<file path="src/rtl/cycle_pkg.sv">
// Shared definitions for the KC/PC cycle controller: FSM state encoding,
// tick-counter sizing and small helpers used by the top and the pulse timer.
package cycle_pkg;

  localparam int TICK_W   = 4;
  localparam int TICK_MAX = (1 << TICK_W) - 1;

  typedef enum logic [1:0] {
    ST_IDLE = 2'd0,
    ST_KC   = 2'd1,
    ST_PC   = 2'd2
  } cycle_state_e;

  typedef logic [TICK_W-1:0] tick_t;

  // The timer counts down to zero, so a pulse of N clocks is loaded as N-1.
  function automatic tick_t ticks_to_load(input int ticks);
    return tick_t'(ticks - 1);
  endfunction

  function automatic logic is_trigger(input logic ekc, input logic got,
                                      input logic ekc_fp);
    return ekc_fp | (ekc & got);
  endfunction

endpackage

</file>
<file path="src/rtl/pulse_timer.sv">
// Load / count-down tick counter with a terminal flag; one instance is
// time-shared between the KC and PC phases of the cycle controller.
module pulse_timer
  import cycle_pkg::*;
(
  input  logic              clk,
  input  logic              rst_n,
  input  logic              clr,
  input  logic              load,
  input  logic [TICK_W-1:0] load_val,
  input  logic              en,
  output logic              tc
);

  logic [TICK_W-1:0] count;

  always_ff @(posedge clk or negedge rst_n) begin
    if (!rst_n) begin
      count <= '0;
    end else if (clr) begin
      count <= '0;
    end else if (load) begin
      count <= load_val;
    end else if (en && (count != '0)) begin
      count <= count - TICK_W'(1);
    end
  end

  assign tc = (count == '0);

endmodule

</file>
<file path="src/rtl/cycle_ctl.sv">
// Cycle controller: sequences KC then PC pulses per bus cycle, selects fetch or
// interrupt service, and manages run/wait/single-cycle and burst-step control.
module cycle_ctl
  import cycle_pkg::*;
#(
  parameter int KC_TICKS = 3,
  parameter int PC_TICKS = 3,
  parameter int STEP_W   = 8
) (
  input  logic              __clk,
  input  logic              __rst_n,
  input  logic              start,
  input  logic              stop,
  input  logic              clo,
  input  logic              hlt,
  input  logic              wx,
  input  logic              cycle,
  input  logic              irq,
  input  logic              p,
  input  logic              mc_0,
  input  logic              ekc,
  input  logic              got,
  input  logic              ekc_fp,
  input  logic              step_load,
  input  logic [STEP_W-1:0] step_n,
  output logic              run,
  output logic              wait_o,
  output logic              kc,
  output logic              pc,
  output logic              pr,
  output logic              przerw,
  output logic              sp0,
  output logic              sp1,
  output logic              si1,
  output logic              ovr,
  output logic [STEP_W-1:0] steps_left
);

  localparam logic [TICK_W-1:0] KC_LOAD = ticks_to_load(KC_TICKS);
  localparam logic [TICK_W-1:0] PC_LOAD = ticks_to_load(PC_TICKS);

  cycle_state_e      state;
  cycle_state_e      state_next;
  logic              tmr_load;
  logic [TICK_W-1:0] tmr_val;
  logic              tmr_en;
  logic              tmr_tc;

  logic              trigger;
  logic              busy;
  logic              kc_last;
  logic              dpr;
  logic              dprzerw;
  logic              start_q;
  logic              wait_q;
  logic              cycle_q;
  logic              step_dec;
  logic              step_stop;

  assign trigger = is_trigger(ekc, got, ekc_fp);
  assign busy    = (state != ST_IDLE);

  // A cycle is aborted by clo, so the last KC clock only counts without it.
  assign kc_last = (state == ST_KC) && tmr_tc && !clo;

  assign dpr     = run | cycle_q;
  assign dprzerw = (cycle_q | start_q) & irq & ~p & mc_0;

  assign step_dec  = kc_last && dpr && (steps_left != '0) && !step_load;
  assign step_stop = step_dec && (steps_left == STEP_W'(1));

  pulse_timer u_timer (
    .clk      (__clk),
    .rst_n    (__rst_n),
    .clr      (clo),
    .load     (tmr_load),
    .load_val (tmr_val),
    .en       (tmr_en),
    .tc       (tmr_tc)
  );

  always_ff @(posedge __clk or negedge __rst_n) begin
    if (!__rst_n) begin
      state <= ST_IDLE;
    end else begin
      state <= state_next;
    end
  end

  always_comb begin
    state_next = state;
    tmr_load   = 1'b0;
    tmr_val    = '0;
    tmr_en     = 1'b0;
    kc         = 1'b0;
    pc         = 1'b0;
    if (clo) begin
      state_next = ST_IDLE;
    end else begin
      case (state)
        ST_IDLE: begin
          if (trigger) begin
            state_next = ST_KC;
            tmr_load   = 1'b1;
            tmr_val    = KC_LOAD;
          end
        end
        ST_KC: begin
          if (tmr_tc) begin
            state_next = ST_PC;
            tmr_load   = 1'b1;
            tmr_val    = PC_LOAD;
          end else begin
            tmr_en = 1'b1;
          end
        end
        ST_PC: begin
          if (tmr_tc) begin
            state_next = ST_IDLE;
          end else begin
            tmr_en = 1'b1;
          end
        end
        default: begin
          state_next = ST_IDLE;
        end
      endcase
    end
    kc = (state == ST_KC);
    pc = (state == ST_PC);
  end

  // Clearing sources always win over the matching set source.
  always_ff @(posedge __clk or negedge __rst_n) begin
    if (!__rst_n) begin
      start_q <= 1'b0;
      wait_q  <= 1'b0;
      cycle_q <= 1'b0;
    end else begin
      if (clo || stop || step_stop) begin
        start_q <= 1'b0;
      end else if (start) begin
        start_q <= 1'b1;
      end
      if (clo || stop || si1) begin
        wait_q <= 1'b0;
      end else if (wx && hlt) begin
        wait_q <= 1'b1;
      end
      if (clo || kc_last) begin
        cycle_q <= 1'b0;
      end else if (cycle) begin
        cycle_q <= 1'b1;
      end
    end
  end

  always_ff @(posedge __clk or negedge __rst_n) begin
    if (!__rst_n) begin
      pr     <= 1'b0;
      przerw <= 1'b0;
      ovr    <= 1'b0;
    end else if (clo) begin
      pr     <= 1'b0;
      przerw <= 1'b0;
      ovr    <= 1'b0;
    end else begin
      if (kc_last) begin
        pr     <= dpr;
        przerw <= dprzerw;
      end
      if (busy && trigger) begin
        ovr <= 1'b1;
      end
    end
  end

  // steps_left of zero means unlimited running; clo leaves it untouched.
  always_ff @(posedge __clk or negedge __rst_n) begin
    if (!__rst_n) begin
      steps_left <= '0;
    end else if (step_load) begin
      steps_left <= step_n;
    end else if (step_dec) begin
      steps_left <= steps_left - STEP_W'(1);
    end
  end

  assign run    = start_q & ~wait_q;
  assign wait_o = wait_q;
  assign sp0    = pc & ~pr & ~przerw;
  assign sp1    = pc & pr & ~przerw;
  assign si1    = pc & przerw;

endmodule

</file>
<file path="config.mk">
export PLATFORM = sky130hd
export DESIGN_NAME = cycle_ctl
export DESIGN_NICKNAME = d
export VERILOG_FILES = /design/src/rtl/cycle_pkg.sv /design/src/rtl/pulse_timer.sv /design/src/rtl/cycle_ctl.sv
export SDC_FILE = /design/constraint.sdc
export NUM_CORES = 1
export LEC_CHECK = 0
export CAP_MARGIN = 15
export CORE_MARGIN = 1.5
export CORE_UTILIZATION = 35
export CTS_BUF_LIST = sky130_fd_sc_hd__clkbuf_8
export DETAILED_ROUTE_END_ITERATION = 16
export GPL_TIMING_DRIVEN = 0
export PLACE_DENSITY = 0.65
export SYNTH_ARGS = -nofsm -noshare
export SYNTH_HDL_FRONTEND = slang
export SYNTH_HIERARCHICAL = 1
export SYNTH_SLANG_ARGS = --single-unit
</file>
<file path="constraint.sdc">
create_clock -name __clk -period 2.3 [get_ports __clk]
set_input_delay 0.46 -clock __clk [delete_from_list [all_inputs] [get_ports __clk]]
set_output_delay 0.46 -clock __clk [all_outputs]
set_load 0.02 [all_outputs]
</file>
==> flow_metrics.py <==
metrics = {
    "routing": {
        "viasPerCell": 5.28,
        "initialDrtViolationCount": 56,
        "wl_per_cell_um": 15.3,
        "ant_nets": 0,
        "route.detailed.drc": 0,
        "num_vias": 1373,
        "drt_pre_antenna_iters": 4,
        "wl_um": 3980,
    },
    "critical_path": {
        "critPathLaunchType": "flip-flop",
        "crit_type": "flip-flop to flip-flop",
        "cp-end-kind": "flip-flop",
        "crit_required_ns": 2.46,
        "r2r_setup_slack_ns": -0.05,
        "cp_max_fo": 5,
        "reg2reg_depth": 10,
        "cp.arrival_ns": 2.51,
    },
    "logic_synthesis": {
        "avgSynthCellArea_um2": 9.22,
        "yosys-top-cells-area": "dfrtp_1 (37%), ha_1 (7.5%), nor2_1 (6.2%)",
        "syn_inst": 145,
        "synth_largest_area_cell": "dfrtp_1",
        "yosysUniqueCellTypes": 46,
        "yosysSeqAreaShare_pct": 37.5,
        "yosysMostFrequentCell": "nor2_1",
        "ys_ff_latch": 20,
        "netlist_area_um2": 1340,
        "synth-edff-count": 0,
        "async_flop_share_pct": 100,
        "netlist.area_leader.share_pct": 37.5,
        "synthFlopType": "dfrtp_1",
        "synth_warnings": 6,
        "synthTopCellsByCount": "nor2_1 (22), dfrtp_1 (20), inv_1 (13), ha_1 (8), a31oi_1 (7)",
    },
    "pwr": {
        "power.density_nw_per_um2": 678,
        "vdd_drop_max_v": 0.000359,
        "power.leakage_nw": 0.955,
        "p_total_mw": 1.48,
    },
    "cts": {
        "clockBufferDepth": 2,
        "cts_sinks": 20,
        "ctsRootBufferMaster": "clkbuf_8",
        "h-tree-depth": 1,
        "cts_hold_buf": 0,
        "cts_made_buffers": 3,
        "path_clk_slew_ns": 0.07,
        "clock_latency_ns": 0.25,
        "cts_tree": "yes",
    },
    "floorplanning": {
        "core_area_um2": 3660,
        "initial_core_util_pct": 36.5,
        "die_x_um": 64.8,
        "fp.dieH_um": 64.8,
        "num_rows": 22,
        "dieArea_um2": 4200,
        "ios": 41,
    },
    "placed_design": {
        "io_buffers": 40,
        "dp_cells": 235,
        "gp_congestion": 0.850,
        "place_hpwl_um": 2500,
    },
    "hold_path": {
        "holdPathStages": 2,
        "min_path_type": "flip-flop to flip-flop",
    },
    "sta": {
        "maxSlewHeadroom_pct": 36.7,
        "rsz0062_at_grt": "yes",
        "hold_viol": 0,
        "post-route-period-util_pct": 102,
        "clock.fmax_ghz": 0.425,
        "post-route-min-period_ns": 2.35,
        "finalSetupViolCount": 2,
        "fin_skew_ns": 0.00119,
        "layout_setup_ws_ns": -0.0541,
        "maxSlewViolCount": 0,
        "tightest_slew_ns": 0.946,
    },
    "cells_and_area": {
        "area_growth_pct": 63.5,
        "layout.nets": 244,
        "multi_input_area_um2": 901,
        "finalNonFillerCells": 260,
        "drive_above_1_share_pct": 25.5,
        "fillCellCount": 290,
        "regArea_um2": 500,
        "diodes": 0,
        "utilization_pct": 59.7,
    },
    "global_routing": {
        "grt_pass1_vias": 1347,
        "overflow": 0,
        "grt_start_max_net_pins": 21,
        "grt_pass1_wl_um": 6030,
        "grtUsageTotal_pct": 18.3,
        "antenna_found_initial": 0,
    },
    "status": {
        "status": "complete, but fails checks",
        "violations": "setup timing",
    },
    "run": {
        "cap_viol_max_count": 0,
    },
}
==> sequential cells by signal, summed over array words and instances, names as in the netlist <==
signal / cells
ovr: 1
u_timer/count: 4
wait_o: 1
steps_left: 8
pr: 1
state: 2
cycle_q: 1
start_q: 1
przerw: 1
==> area by class of cell <==
cell class / count / area share (%)
clock buffers: 4 / 2.52
repair buffers: 61 / 26.1
flip-flops and latches: 20 / 22.9
inverters: 13 / 2.58
multi-input cells: 109 / 41.2
plain buffers: 5 / 1.95
well taps: 48 / 2.75
==> what timing repair did <==
action | in CTS | in global routing
buffers inserted | 15 | 6
cloned | 1 | 0
pin swaps | 8 | 6
resized for setup | 15 | 16
setup endpoints to repair | 11 | 15
==> power by group <==
group | internal [mW] | total [mW] | switching [mW]
Clock | 0.152 | 0.264 | 0.112
Combinational | 0.384 | 0.766 | 0.382
Sequential | 0.400 | 0.452 | 0.0515
==> logic make-up after synthesis <==
family                   synth area share (%)
AO/OA/AOI/OAI                            20.3
other                                   0.281
AND/OR/NAND/NOR                          26.7
flip-flops                               37.5
multiplexers                             1.50
buffers and inverters                    6.27
adder cells (fa/ha/maj)                  7.49
==> cells in the final DEF, fill, tap and decap left out, types with 4 or more instances in the layout <==
master	count
dfrtp_1	20
o21ai_0	4
nor2_1	22
a31oi_1	7
ha_1	6
inv_1	10
nand2_1	5
buf_4	19
clkbuf_8	4
nand3_1	6
dlymetal6s2s_1	4
clkdlybuf4s50_1	36
a21oi_1	4
buf_6	4
==> path summary, 6_finish.rpt <==
check,start,to
worst max register to register,u_timer/count[1],steps_left[1]
worst min-delay path,ovr,ovr
min in group asynchronous,__rst_n,u_timer/count[2]
worst min register to register,ovr,ovr
max in group asynchronous,__rst_n,steps_left[1]
worst max-delay path,u_timer/count[1],steps_left[1]
==> worst max-delay path, stage by stage, from the launching register on <==
cell and delay, ns:
dfrtp_1 0.41, inv_2 0.09, ha_4 0.13, or3b_1 0.36
buf_6 0.15, inv_8 0.05, nand2_8 0.05, a211o_4 0.30
buf_6 0.15, or4_4 0.49, o311ai_4 0.08
==> per-stage QoR <==
stage / area [um^2] / hold slack (ns) / TNS (ns) / setup WS (ns)
6_report: 2180 / 0.524 / -0.0762 / -0.0541
5_1_grt: 2180 / 0.562 / -0.366 / -0.129
4_1_cts: 2060 / 0.508 / -0.107 / -0.0519
3_5_place_dp: 1810 / 0.491 / -2.95 / -0.752
3_3_place_gp: 1810 / 0.486 / -2.54 / -0.664
2_1_floorplan: 1350 / 0.164 / 0 / 0.0123
==> routing by layer <==
layer | GRT usage, % | wire, um
met1 | 23.1 | 1760
met2 | 31.2 | 1940
met3 | 2.95 | 215
met4 | 6.91 | 60
met5 | 0 | 0
No activity file was read; power rests on OpenSTA's default activity.
